<file path="config.mk">
export PLATFORM = sky130hd
export DESIGN_NAME = rgb888_to_rgb565_axis
export DESIGN_NICKNAME = d
export VERILOG_FILES = /design/src/rtl/rgb888_to_rgb565_axis.sv
export SDC_FILE = /design/constraint.sdc
export NUM_CORES = 1
export LEC_CHECK = 0
export BUFFER_PORTS_ARGS = -buffer_cell sky130_fd_sc_hd__buf_2
export CAP_MARGIN = 20
export CORE_AREA = 4 4 90 92
export CTS_CLUSTER_DIAMETER = 80
export DETAILED_ROUTE_END_ITERATION = 8
export DIE_AREA = 0 0 94 96
export PLACE_DENSITY = 0.77
export SLEW_MARGIN = 20
export SYNTH_ARGS = -nofsm -noshare
export SYNTH_HDL_FRONTEND = slang
export SYNTH_SLANG_ARGS = --single-unit
</file>
<file path="constraint.sdc">
create_clock -name i_clk -period 4.15 [get_ports i_clk]
set_clock_uncertainty 0.2 [all_clocks]
set_input_delay 0.415 -clock i_clk [delete_from_list [all_inputs] [get_ports i_clk]]
set_output_delay 0.415 -clock i_clk [all_outputs]
set_load 0.1 [all_outputs]
</file>
<file path="src/rtl/rgb888_to_rgb565_axis.sv">
// rgb888_to_rgb565_axis
//   AXI4-Stream pixel converter RGB888 -> RGB565 with round-to-nearest and
//   saturation. It tracks frame position, checks SOF/EOL framing and
//   discards beats received before the first SOF.
//
// Ports
//   i_clk, i_rst          clock, asynchronous active-high reset
//   s_axis_*              24-bit RGB888 input stream (tuser = SOF, tlast = EOL)
//   m_axis_*              16-bit RGB565 output stream, sideband forwarded as-is
//   i_err_clr             clears all sticky flags
//   o_err_eol_early       sticky: tlast before the last column
//   o_err_eol_late        sticky: tlast missing on the last column
//   o_err_sof             sticky: tuser away from pixel (0,0)
//   o_drop                sticky: beats discarded while waiting for SOF
module rgb888_to_rgb565_axis #(
  parameter int unsigned H_ACTIVE = 640,
  parameter int unsigned V_ACTIVE = 480
) (
  input  logic        i_clk,
  input  logic        i_rst,
  input  logic [23:0] s_axis_tdata,
  input  logic        s_axis_tvalid,
  output logic        s_axis_tready,
  input  logic        s_axis_tuser,
  input  logic        s_axis_tlast,
  output logic [15:0] m_axis_tdata,
  output logic        m_axis_tvalid,
  input  logic        m_axis_tready,
  output logic        m_axis_tuser,
  output logic        m_axis_tlast,
  input  logic        i_err_clr,
  output logic        o_err_eol_early,
  output logic        o_err_eol_late,
  output logic        o_err_sof,
  output logic        o_drop
);

  localparam int unsigned XW = (H_ACTIVE > 1) ? $clog2(H_ACTIVE) : 1;
  localparam int unsigned YW = (V_ACTIVE > 1) ? $clog2(V_ACTIVE) : 1;
  localparam logic [XW-1:0] X_LAST = XW'(H_ACTIVE - 1);
  localparam logic [YW-1:0] Y_LAST = YW'(V_ACTIVE - 1);

  typedef enum logic {
    WAIT_SOF = 1'b0,
    ACTIVE   = 1'b1
  } state_t;

  state_t          r_state, w_state_nxt;
  logic [XW-1:0]   r_x, w_x_nxt, w_px;
  logic [YW-1:0]   r_y, w_y_nxt, w_py;
  logic            w_set_early, w_set_late, w_set_sof, w_set_drop;

  logic            r_s_ready;
  logic            r_m_valid, r_m_user, r_m_last;
  logic [15:0]     r_m_data;
  logic            r_skid_valid, r_skid_user, r_skid_last;
  logic [15:0]     r_skid_data;
  logic            r_err_early, r_err_late, r_err_sof, r_drop;

  // Per-channel rounding: add half an LSB of the target width at 9 bits,
  // saturate when the sum overflows 8 bits.
  logic [8:0]  w_r_sum, w_g_sum, w_b_sum;
  logic [4:0]  w_r5, w_b5;
  logic [5:0]  w_g6;
  logic [15:0] w_pix;

  assign w_r_sum = 9'(s_axis_tdata[23:16]) + 9'd4;
  assign w_g_sum = 9'(s_axis_tdata[15:8])  + 9'd2;
  assign w_b_sum = 9'(s_axis_tdata[7:0])   + 9'd4;
  assign w_r5    = (w_r_sum > 9'd255) ? 5'd31 : 5'(w_r_sum >> 3);
  assign w_g6    = (w_g_sum > 9'd255) ? 6'd63 : 6'(w_g_sum >> 2);
  assign w_b5    = (w_b_sum > 9'd255) ? 5'd31 : 5'(w_b_sum >> 3);
  assign w_pix   = {w_r5, w_g6, w_b5};

  // Handshake: a beat is forwarded only once framing has locked onto an SOF.
  logic w_accept, w_fwd, w_out_free, w_skid_nxt;

  assign w_accept   = s_axis_tvalid & r_s_ready;
  assign w_fwd      = w_accept & ((r_state == ACTIVE) | s_axis_tuser);
  assign w_out_free = ~r_m_valid | m_axis_tready;
  assign w_skid_nxt = ~w_out_free & (r_skid_valid | w_fwd);

  // Output register plus one-entry skid; skid drains before new input.
  always_ff @(posedge i_clk or posedge i_rst) begin
    if (i_rst) begin
      r_s_ready    <= 1'b0;
      r_m_valid    <= 1'b0;
      r_m_data     <= 16'd0;
      r_m_user     <= 1'b0;
      r_m_last     <= 1'b0;
      r_skid_valid <= 1'b0;
      r_skid_data  <= 16'd0;
      r_skid_user  <= 1'b0;
      r_skid_last  <= 1'b0;
    end else begin
      r_s_ready <= ~w_skid_nxt;
      if (w_out_free) begin
        if (r_skid_valid) begin
          r_m_valid    <= 1'b1;
          r_m_data     <= r_skid_data;
          r_m_user     <= r_skid_user;
          r_m_last     <= r_skid_last;
          r_skid_valid <= 1'b0;
        end else if (w_fwd) begin
          r_m_valid <= 1'b1;
          r_m_data  <= w_pix;
          r_m_user  <= s_axis_tuser;
          r_m_last  <= s_axis_tlast;
        end else begin
          r_m_valid <= 1'b0;
        end
      end else if (w_fwd) begin
        r_skid_valid <= 1'b1;
        r_skid_data  <= w_pix;
        r_skid_user  <= s_axis_tuser;
        r_skid_last  <= s_axis_tlast;
      end
    end
  end

  // Framing state, position counters and sticky flags.
  always_ff @(posedge i_clk or posedge i_rst) begin
    if (i_rst) begin
      r_state     <= WAIT_SOF;
      r_x         <= '0;
      r_y         <= '0;
      r_err_early <= 1'b0;
      r_err_late  <= 1'b0;
      r_err_sof   <= 1'b0;
      r_drop      <= 1'b0;
    end else begin
      r_state     <= w_state_nxt;
      r_x         <= w_x_nxt;
      r_y         <= w_y_nxt;
      r_err_early <= (r_err_early & ~i_err_clr) | w_set_early;
      r_err_late  <= (r_err_late  & ~i_err_clr) | w_set_late;
      r_err_sof   <= (r_err_sof   & ~i_err_clr) | w_set_sof;
      r_drop      <= (r_drop      & ~i_err_clr) | w_set_drop;
    end
  end

  // An SOF beat always counts as pixel (0,0), resyncing the counters.
  assign w_px = s_axis_tuser ? '0 : r_x;
  assign w_py = s_axis_tuser ? '0 : r_y;

  always_comb begin
    w_state_nxt = r_state;
    w_x_nxt     = r_x;
    w_y_nxt     = r_y;
    w_set_early = 1'b0;
    w_set_late  = 1'b0;
    w_set_sof   = 1'b0;
    w_set_drop  = 1'b0;

    if (w_accept) begin
      case (r_state)
        WAIT_SOF: begin
          if (!s_axis_tuser) begin
            w_set_drop = 1'b1;
          end else begin
            w_state_nxt = ACTIVE;
          end
        end
        ACTIVE: begin
          if (s_axis_tuser && ((r_x != '0) || (r_y != '0))) begin
            w_set_sof = 1'b1;
          end
        end
        default: w_state_nxt = WAIT_SOF;
      endcase
    end

    if (w_fwd) begin
      if (s_axis_tlast && (w_px != X_LAST)) begin
        // Early EOL: trust tlast and start the next line.
        w_set_early = 1'b1;
        w_x_nxt     = '0;
        w_y_nxt     = (w_py == Y_LAST) ? '0 : w_py + YW'(1);
      end else if (w_px == X_LAST) begin
        w_set_late  = ~s_axis_tlast;
        w_x_nxt     = '0;
        w_y_nxt     = (w_py == Y_LAST) ? '0 : w_py + YW'(1);
      end else begin
        w_x_nxt     = w_px + XW'(1);
        w_y_nxt     = w_py;
      end
    end
  end

  assign s_axis_tready   = r_s_ready;
  assign m_axis_tvalid   = r_m_valid;
  assign m_axis_tdata    = r_m_data;
  assign m_axis_tuser    = r_m_user;
  assign m_axis_tlast    = r_m_last;
  assign o_err_eol_early = r_err_early;
  assign o_err_eol_late  = r_err_late;
  assign o_err_sof       = r_err_sof;
  assign o_drop          = r_drop;

endmodule
</file>
==> metrics.txt <==
Synthesis Warnings=0; required time of the worst setup path=4.15 ns; combined flip-flop and latch cell area=between 1500 and 2000 um2; EDFF count, synth=0; Net Count, Synth=around 420; number of distinct library cells after synthesis=42; Cell Area, Synth=3370 um2; TritonCTS Sinks=63; cell accounting for the most synthesized area=sky130_fd_sc_hd__dfrtp_1; overall via count from detail_route=2942; data arrival at the endpoint of the critical path=2.77 ns; area overhead of the layout relative to synthesis=15.4%; static leakage=0.00174 uW; final wirelength=7.50 mm; quantity of gates resized following cts=0; async set-reset flop share out of synthesis=100%; Worst Setup End Kind=register; final setup violation count=0; MaxCap Viol Count=0; Clock Pin Slew Worst Setup and Hold Paths=0.07 ns; post-DR vias/cell=5.57; synthesized area per cell=just under 9 um2; Max Freq=0.360 GHz; fill cell total of the finished layout=687; area of the multi-input gates=1660 um2; Setup TNS Final=0 ns; Top Ports=55; Post-CTS Setup Bufs=0; Worst slew margin=46.2%; Worst Path Class, Setup=reg -> reg; net count of the finished layout=463; Synth Flop Type=sky130_fd_sc_hd__dfrtp_1; share of layout cells above drive strength 1=17.0%; element type at the critical path start=register; total chip power=2110 uW; Die Span Y=96 um; maximum number of pins on one net before global-route repair=40; Longest Clk Path Bufs=2; share of the synthesized area in the top cell type=46.8%; initial antenna violation count=0; Routability Congestion=0.818; final antenna diode count=0; Skew-Pair Late Insertion Delay=0.34 ns; H-tree levels=3; wire length of the first global-routing pass=between 10 and 15 mm; DP Wirelength=5.30 mm; unrepaired setup endpoints after global routing=no; placeable core region=about 7200 um2; fin worst setup slack=1.37 ns; worst-margin pin slew=0.805 ns; # hold bufs at CTS=0; final clock period utilization by the worst path=approximately two thirds; width of the die=94 um; critical-path maximum fanout=11; number of cells in the design after placement=a little over 500; ANT nets after route=0; Initial Utilization=a little under half; finished layout cell area=3890 um2; combined global-route utilization of all metal layers=between 15 and 20%; Die Footprint=9020 um2; outcome=complete, no violations; Final Instance Count excl. Fillers=528; number of global-route vias before repair=2811; maximum vdd ir drop=0.376 mV; Power Dens Cells=between 500 and 600 nW/um2; final count of pins violating max slew=0; aggregate global routing overflow=0; number of storage elements in the synthesis netlist=63; total CTS buffers=9; synth top area cells=sky130_fd_sc_hd__dfrtp_1, sky130_fd_sc_hd__o21ai_0, sky130_fd_sc_hd__nand2_1; minimum clock period=2.78 ns; instance area at placement=3700 um2; clock root cell=sky130_fd_sc_hd__clkbuf_8; type of the worst min-delay path=in -> async; 1st-pass router iterations=4; number of cells produced by synthesis=377; CTS tree=done; setup slack at placement=1.16 ns; part of the Yosys area used for sequential elements=between 40% and 50%; Final Hold Viols=0; number of port buffers=50; number of violations reported at the end of detailed-routing iteration 0=178; row count=31; Avg WL per Cell=14.2 um; DRC viols=0
[placed cells by master, fill, tap and decap left out, drive strengths merged, types with 3 or more instances in the layout]
cell     n
a21oi   21
mux2i    7
o32ai    3
dfrtp   63
nor4     4
o21ai   40
o211ai   4
and3     4
xnor2    3
a31oi   25
nor2b    7
clkbuf  12
and4b    3
nor3     4
nand4    3
and2     3
ha       8
nand3   21
nor2    31
and4     3
xor2     7
nand2b   5
nand2   47
buf     54
inv     17
nand3b   5
clkinv   3
[critical path, stage by stage (launching register included)]
cell	delay (ns)
sky130_fd_sc_hd__dfrtp_1	0.42
sky130_fd_sc_hd__nor2b_1	0.25
sky130_fd_sc_hd__ha_1	0.24
sky130_fd_sc_hd__nand3_1	0.21
sky130_fd_sc_hd__o41ai_4	0.68
sky130_fd_sc_hd__nor2_1	0.28
sky130_fd_sc_hd__a41oi_1	0.29
sky130_fd_sc_hd__a31oi_1	0.06
[state kept, by name (all words and copies together), names as in the netlist, 9 cells and up]
signal	cells
m_axis_tdata	16
r_skid_data	16
r_y	9
r_x	10
[through the flow]
step	utilization (%)	hold slack [ns]
after floorplan	-	0.241
after global placement	51.3	0.256
after detailed placement	51.3	0.268
after CTS	53.9	0.0576
after global routing	53.9	0.0916
final	53.9	0.0308
[synthesized netlist by cell type, types with 2 or more instances]
library cell and number:
sky130_fd_sc_hd__dfrtp_1 63, sky130_fd_sc_hd__nand2_1 47, sky130_fd_sc_hd__o21ai_0 40, sky130_fd_sc_hd__nor2_1 31, sky130_fd_sc_hd__a31oi_1 25, sky130_fd_sc_hd__a21oi_1 21, sky130_fd_sc_hd__nand3_1 20, sky130_fd_sc_hd__inv_1 17
sky130_fd_sc_hd__clkbuf_1 16, sky130_fd_sc_hd__ha_1 8, sky130_fd_sc_hd__mux2i_1 7, sky130_fd_sc_hd__nor2b_1 7, sky130_fd_sc_hd__xor2_1 7, sky130_fd_sc_hd__nand2b_1 5, sky130_fd_sc_hd__nand3b_1 5, sky130_fd_sc_hd__and3_1 4
sky130_fd_sc_hd__nor3_1 4, sky130_fd_sc_hd__nor4_1 4, sky130_fd_sc_hd__o211ai_1 4, sky130_fd_sc_hd__and2_1 3, sky130_fd_sc_hd__and4_1 3, sky130_fd_sc_hd__and4b_1 3, sky130_fd_sc_hd__nand4_1 3, sky130_fd_sc_hd__o32ai_1 3
sky130_fd_sc_hd__xnor2_1 3, sky130_fd_sc_hd__a22o_1 2, sky130_fd_sc_hd__a41oi_1 2, sky130_fd_sc_hd__o21a_1 2, sky130_fd_sc_hd__o22ai_1 2, sky130_fd_sc_hd__o31ai_1 2, sky130_fd_sc_hd__o41a_1 2, sky130_fd_sc_hd__or3_1 2
[worst paths after layout]
check                                              from                           end  slack (ns)  cells past startpoint
hold / removal                                    i_rst   m_axis_tdata[1]$_DFFE_PP0P_        0.03                      2
max in group asynchronous                         i_rst            r_y[6]$_DFFE_PP0P_        2.89                      3
setup reg to reg                     r_x[1]$_DFFE_PP0P_            r_x[3]$_DFFE_PP0P_        1.37                      7
setup / recovery                     r_x[1]$_DFFE_PP0P_            r_x[3]$_DFFE_PP0P_        1.37                      7
hold reg to reg            m_axis_tdata[11]$_DFFE_PP0P_  m_axis_tdata[11]$_DFFE_PP0P_        0.28                      2
min in group i_clk                            i_err_clr      o_err_eol_late$_DFF_PP0_        0.11                      2
[area by class of cell]
cell class              count  share of cell area [%]
multi-input cells         279                    42.5
flip-flops and latches     63                    40.5
repair buffers             54                    7.20
clock buffers              12                    3.73
well taps                  99                    3.18
inverters                  17                    1.64
clock inverters             4                    1.16
[metal layers]
metal	global-route usage [%]	wire [um]	part of all wire, %
met5	0	0	0
met4	5.42	79	1.1
met3	4.93	467	6.2
met2	29.0	3450	46
met1	24.7	3500	47
[report_power, final]
part	switching, uW	total (uW)	internal, uW	leakage, uW
clock	229	520	291	0.000100
combinational	604	761	156	0.000860
sequential	93.0	826	733	0.000775
total	927	2110	1180	0.00174
[kinds of logic after synthesis]
| family | share of synthesized area (%) |
|---|---|
| fa+ha+maj | 2.97 |
| compound gates | 20.3 |
| xor+xnor | 2.60 |
| flops | 46.8 |
| mux | 2.08 |
| buf+inv | 4.16 |
| simple gates | 21.2 |
Power figures use the tool's default switching activity.
